$ cat src/rtl/chunked_adder_sequencer.sv
// Adds two WIDTH-bit operands one CHUNK slice per cycle through a shared adder; result valid NCHUNK cycles after accept.
// Backpressure: result held in DONE until res_ready; start_ready only in IDLE, no queueing or same-edge turnaround.
module chunked_adder_sequencer #(
    parameter int WIDTH = 12,
    parameter int CHUNK = 3
) (
    input  logic             clk,
    input  logic             rst_n,
    input  logic             start_valid,
    output logic             start_ready,
    input  logic [WIDTH-1:0] a_in,
    input  logic [WIDTH-1:0] b_in,
    input  logic             cin,
    output logic             res_valid,
    input  logic             res_ready,
    output logic [WIDTH-1:0] sum,
    output logic             cout,
    output logic             busy
);

    localparam int NCHUNK = WIDTH / CHUNK;
    localparam int IW     = (NCHUNK > 1) ? $clog2(NCHUNK) : 1;
    localparam logic [IW-1:0] LAST = IW'(NCHUNK - 1);

    typedef enum logic [1:0] {
        IDLE = 2'd0,
        RUN  = 2'd1,
        DONE = 2'd2
    } state_t;

    state_t           state;
    logic [IW-1:0]    idx;
    logic             carry;
    logic [WIDTH-1:0] a_r;
    logic [WIDTH-1:0] b_r;
    logic [CHUNK:0]   slice;

    // One CHUNK-bit ripple slice; carry between slices only flows through the carry register.
    always_comb begin
        slice = {1'b0, a_r[idx*CHUNK +: CHUNK]}
              + {1'b0, b_r[idx*CHUNK +: CHUNK]}
              + {{CHUNK{1'b0}}, carry};
    end

    assign start_ready = (state == IDLE);

    always_ff @(posedge clk) begin
        if (!rst_n) begin
            state     <= IDLE;
            idx       <= '0;
            carry     <= 1'b0;
            a_r       <= '0;
            b_r       <= '0;
            sum       <= '0;
            cout      <= 1'b0;
            res_valid <= 1'b0;
            busy      <= 1'b0;
        end else begin
            case (state)
                IDLE: begin
                    if (start_valid) begin
                        a_r   <= a_in;
                        b_r   <= b_in;
                        carry <= cin;
                        sum   <= '0;
                        idx   <= '0;
                        busy  <= 1'b1;
                        state <= RUN;
                    end
                end
                RUN: begin
                    sum[idx*CHUNK +: CHUNK] <= slice[CHUNK-1:0];
                    carry <= slice[CHUNK];
                    if (idx == LAST) begin
                        cout      <= slice[CHUNK];
                        idx       <= '0;
                        res_valid <= 1'b1;
                        state     <= DONE;
                    end else begin
                        idx <= idx + 1'b1;
                    end
                end
                DONE: begin
                    if (res_ready) begin
                        res_valid <= 1'b0;
                        busy      <= 1'b0;
                        state     <= IDLE;
                    end
                end
                default: begin
                    state     <= IDLE;
                    idx       <= '0;
                    res_valid <= 1'b0;
                    busy      <= 1'b0;
                end
            endcase
        end
    end

endmodule

$ cat config.mk
export PLATFORM = sky130hd
export DESIGN_NAME = chunked_adder_sequencer
export DESIGN_NICKNAME = d
export VERILOG_FILES = /design/src/rtl/chunked_adder_sequencer.sv
export SDC_FILE = /design/constraint.sdc
export NUM_CORES = 1
export LEC_CHECK = 0
export ABC_AREA = 1
export CORE_ASPECT_RATIO = 1.75
export CORE_UTILIZATION = 55
export CTS_CLUSTER_DIAMETER = 150
export CTS_CLUSTER_SIZE = 12
export DETAILED_ROUTE_END_ITERATION = 8
export DONT_BUFFER_PORTS = 1
export PLACE_DENSITY_LB_ADDON = 0.25
export RECOVER_POWER = 50
export SKIP_LAST_GASP = 1
export SYNTH_ARGS = -nofsm -noshare
export SYNTH_HDL_FRONTEND = slang
export SYNTH_SLANG_ARGS = --single-unit
$ cat constraint.sdc
create_clock -name clk -period 3.1 [get_ports clk]
set_input_delay 0.775 -clock clk [delete_from_list [all_inputs] [get_ports clk]]
set_output_delay 0.775 -clock clk [all_outputs]
set_load 0.02 [all_outputs]
# After elaboration in Yosys (flattened, before gate mapping)
# Cells that the tools add are included.
# op_classes
addsub,4
mul,1
n_eq_ne,6
shifts,4
mux,17
n_bitwise,3
reduce_logical,9
# op_table
cell,count
4-bit negation with 34-bit output,1
"3-bit by 34-bit variable shift with 12-bit output, first input constant",1
3-bit by 34-bit indexed part select with 12-bit output,1
12-bit case mux with 2 select lines,1
12-bit by 5-bit indexed part select with 3-bit output,2
12-bit bitwise mux,1
12-bit two-way mux,1
2-bit case mux with 3 select lines,2
2-bit two-way mux,5
3-bit AND reduction,3
2-bit AND reduction,4
"2-bit inequality test, second input constant",3
1-bit case mux with 3 select lines,2
3-bit by 3-bit adder with 4-bit output,1
4-bit by 1-bit adder with 4-bit output,1
"2-bit == test, second input constant",2
"2-bit by 2-bit multiplier with 4-bit output, second input constant",1
1-bit two-way mux,4
1-bit NOT,3
"2-bit by 1-bit adder with 2-bit output, second input constant",1
"2-bit by 1-bit == test with 1-bit output, second input constant",1
2-bit logical NOT,1
1-bit case mux with 2 select lines,1
2-bit nonzero test,1
# word_totals
regBits,44
out_inout_bits,16
elab_cells,53

# Depth between registers and ports, before layout
# logic_depth
depth_word,7
depth_mapped,14
ltp_nobuf,12

# Worst setup path before layout
# OpenSTA, ideal clock, no wires.
# synth_path
path_kind,reg2reg
startpoint,register idx[0]
endpoint,register sum[4]
setup_time_ns,0.070
arrival_time_ns,2.355
required_ns,3.030
slack_ns,0.674
path_stages_with_launch,14
synth_period_minus_slack_ns,2.426
cell_sequence,dfxtp_1 > buf_2 > clkinv_1 > buf_2 > o21ai_0 > o22ai_1 > fa_1 > inv_1 > fa_1 > inv_1 > nand2_1 > nor2_1 > nand2_1 > a21oi_1
# synth_between
elab_chain_len,7
word_cells_on_any_way,10
# synth_lines
element,line_no,source
start: declaration,32,logic [IW-1:0] idx;
start signal: assignment,80,idx <= idx + 1'b1;
2-bit by 2-bit multiplier with 4-bit output *,"40, 41, 72",
12-bit by 5-bit indexed part select with 3-bit output (on tied branches),"40, 41",
3-bit by 3-bit adder with 4-bit output,41,"+ {1'b0, b_r[idx*CHUNK +: CHUNK]}"
4-bit by 1-bit adder with 4-bit output,42,"+ {{CHUNK{1'b0}}, carry};"
3-bit by 34-bit indexed part select with 12-bit output,72,sum[idx*CHUNK +: CHUNK] <= slice[CHUNK-1:0];
12-bit bitwise mux *,72,
12-bit case mux with 2 select lines *,59,case (state)
end signal: indexed assignment,72,
end: declaration,16,"output logic [WIDTH-1:0] sum,"
# Every way passes the cells marked *; elsewhere a longest branch is shown, timed or not.
# A chain may end at the register's enable or synchronous reset.

# Final worst setup path
# layout_path
startpoint,register idx[0]
endpoint,register sum[11]
# Same word-level chain as after synthesis.

==> metrics.md <==
| Metric | Value |
|---|---|
| I/O pin count | `45` |
| Post-Route WL | `4070 um` |
| Peak supply drop | `about 0.00044 V` |
| Longest Clk Path Bufs | `2` |
| Met3 GRT Util | `0.0571` |
| Global routing met2 resource utilization | `0.423` |
| Pre-CTS setup slack | `about 0.54 ns` |
| Core area | `3430 um^2` |
| H-tree lvl count | `2` |
| Post-layout instance area | `2090 um^2` |
| Post-cts resize count | `0` |
| Iter 0 DRT Violations | `41` |
| WP data arrival | `between 2 and 3 ns` |
| Clock skew | `about 0.0028 ns` |
| Final worst slack | `between 0.3 and 0.4 ns` |
| Avg WL per Cell | `around 13 um` |
| Syn_area_per_cell | `7.18 um^2` |
| Setup bufs post-CTS | `0` |
| P&R area growth vs syn | `4.12%` |
| IO buf count | `0` |
| Die Footprint | `3900 um^2` |
| CTS sink cnt | `44` |
| Yosys warnings | `0` |
| Clock Tree Root | `clkbuf_8` |
| TritonCTS clock tree | `done` |
| Yosys reg bits | `44` |
| Drt drc | `0` |
| Most frequent cells in the layout | `nor2_1 (67), dfxtp_1 (44), nand2_1 (38)` |
| Placed Area | `approximately 2000 um^2` |
| Total CTS buffers | `5` |
| Post-route antenna net violation count | `0` |
| Placed cell count | `about 310` |
| Achievable Freq | `0.368 GHz` |
| Final setup viols | `0` |
| Worst slew pin tran | `1.08 ns` |
| Ant. Diodes | `0` |
| Largest net degree at the start of global routing | `42` |
| Initial Util | `0.584` |
| Initial antenna violation count | `0` |
| Cells after Synth | `~280` |
| GRT met1 Usage | `0.221` |
| Hold buffer count at cts | `0` |
| Syn nets | `316` |
| Status | `complete, no violations` |
| Leak | `between 0.8 and 0.9 nW` |
| Worst-path clk slew | `~0.070 ns` |
| Min Tclk post-route | `between 2 and 3 ns` |
| Part of the Yosys area used for sequential elements | `0.439` |
| Total gr overflow | `0` |
| Global-route wire length before repair | `6360 um` |
| Crit end category | `flop` |
| Layout fillers | `between 300 and 400` |
| Area occupied by multi-input gates | `about 1000 um^2` |
| Relative max-transition margin | `0.276` |
| CP Max Fanout | `18` |
| Layout Nets | `between 300 and 400` |
| Die height | `about 82 um` |
| Count of final max-slew check failures | `0` |
| Vias in the first global route | `roughly 1600` |
| GR peak layer | `met2` |
| Post-DP HPWL | `2990 um` |
| RSZ-0062 raised after global routing | `no` |
| Non-filler cells, final | `between 300 and 400` |
| CP Launch Type | `flop` |
| Final hold vios | `0` |
| Register area | `881 um^2` |
| Most common cell after layout, fill and taps aside | `nor2_1` |
| Die Width | `between 40 and 50 um` |
| Post-route setup TNS | `0 ns` |
| Vias | `~1700` |
| Max-cap violations | `0` |
| Number of placement rows | `28` |
| Fin crit share | `0.876` |
| Vias per inst | `~5.4` |
| Power per cell area | `557 nW/um^2` |
| Fin util | `0.608` |
| First-pass DRT Iterations | `4` |
| Worst hold slack | `slightly below 0.5 ns` |
| Total power | `between 1 and 1.5 mW` |
| Share of layout cells above drive strength 1 | `0.0255` |
| Gpl congestion | `about 0.92` |
| Req. time, crit path | `3.32 ns` |
| Setup Crit Path Kind | `reg -> reg` |
| Post-Synthesis Cell Area | `between 2000 and 2500 um^2` |
| Worst-Skew Late Latency | `about 0.29 ns` |
| Global Route Usage Sum | `0.232` |
| HP Class | `reg -> reg` |
| Count of different cell masters after synthesis | `24` |
## final timing paths
path / cells past startpoint / end / startpoint / slack [ns]
setup / recovery: 11 / sum[11]$_SDFFE_PN0P_ / idx[0]$_SDFFE_PN0P_ / 0.38
hold / removal: 2 / a_r[6]$_SDFFE_PN0P_ / a_r[6]$_SDFFE_PN0P_ / 0.48
setup reg to reg: 11 / sum[11]$_SDFFE_PN0P_ / idx[0]$_SDFFE_PN0P_ / 0.38
hold reg to reg: 2 / a_r[6]$_SDFFE_PN0P_ / a_r[6]$_SDFFE_PN0P_ / 0.48
## per-layer routing
| metal | vias to the layer above | wire length, um |
|---|---|---|
| li1 | 896 | - |
| met1 | 755 | 1570 |
| met2 | 51 | 2190 |
| met3 | 10 | 178 |
| met4 | 0 | 124 |
| met5 | - | 0 |
## synthesized netlist by cell type
cell / instances / area [um^2]
o21a_1: 1 / 7.51
inv_1: 17 / 63.8
inv_2: 1 / 3.75
fa_1: 2 / 40.0
nor2_1: 66 / 248
a21oi_1: 20 / 100
nor2_2: 2 / 12.5
nand3_1: 19 / 95.1
o21ai_0: 36 / 180
nand3b_1: 4 / 30.0
nand4_1: 1 / 6.26
o22ai_1: 4 / 25.0
o21ai_1: 1 / 5.00
o211ai_1: 1 / 7.51
buf_4: 2 / 15.0
clkbuf_2: 1 / 5.00
dfxtp_1: 44 / 881
clkinv_1: 1 / 3.75
clkbuf_1: 6 / 22.5
nand2_1: 37 / 139
ha_1: 6 / 75.1
nand2_2: 1 / 6.26
and2_1: 2 / 12.5
buf_2: 4 / 20.0
## power by group
| part | switching, mW | internal [mW] | total (mW) | leakage [nW] |
|---|---|---|---|---|
| clock network | 0.177 | 0.182 | 0.358 | 0.0455 |
| logic | 0.110 | 0.0611 | 0.171 | 0.461 |
| registers | 0.0308 | 0.602 | 0.633 | 0.362 |
## kinds of logic (layout without fill, tap and decap cells)
kind of cell | after synthesis | count (layout) | synth area share
flip-flops | 44 | 44 | 0.439
AO/OA/AOI/OAI | 63 | 63 | 0.162
buffers and inverters | 32 | 28 | 0.0668
AND/OR/NAND/NOR | 132 | 132 | 0.274
adder cells (fa/ha/maj) | 8 | 8 | 0.0574
## sequential cells by signal (all words and copies together), names as in the netlist
register	flops
a_r	12
b_r	12
busy	1
carry	1
cout	1
idx	2
res_valid	1
state	2
sum	12
## worst max-delay path, stage by stage (launching register included)
cell and delay (ns):
dfxtp_1 0.34, clkbuf_1 0.59, o21ai_0 0.20, o22ai_1 0.24, fa_1 0.23, inv_1 0.06, fa_1 0.38, nand2_1 0.10
nand2_1 0.06, nor2_1 0.19, nand3_1 0.10, a21oi_1 0.16
## cell type report
class | instances | area share
Multi-Input combinational cell | 203 | 0.472
Sequential cell | 44 | 0.422
Clock buffer | 8 | 0.0432
Inverter | 19 | 0.0342
Tap cell | 45 | 0.0270
Timing Repair Buffer | 1 | 0.00180
No activity file was read; power rests on OpenSTA's default activity.
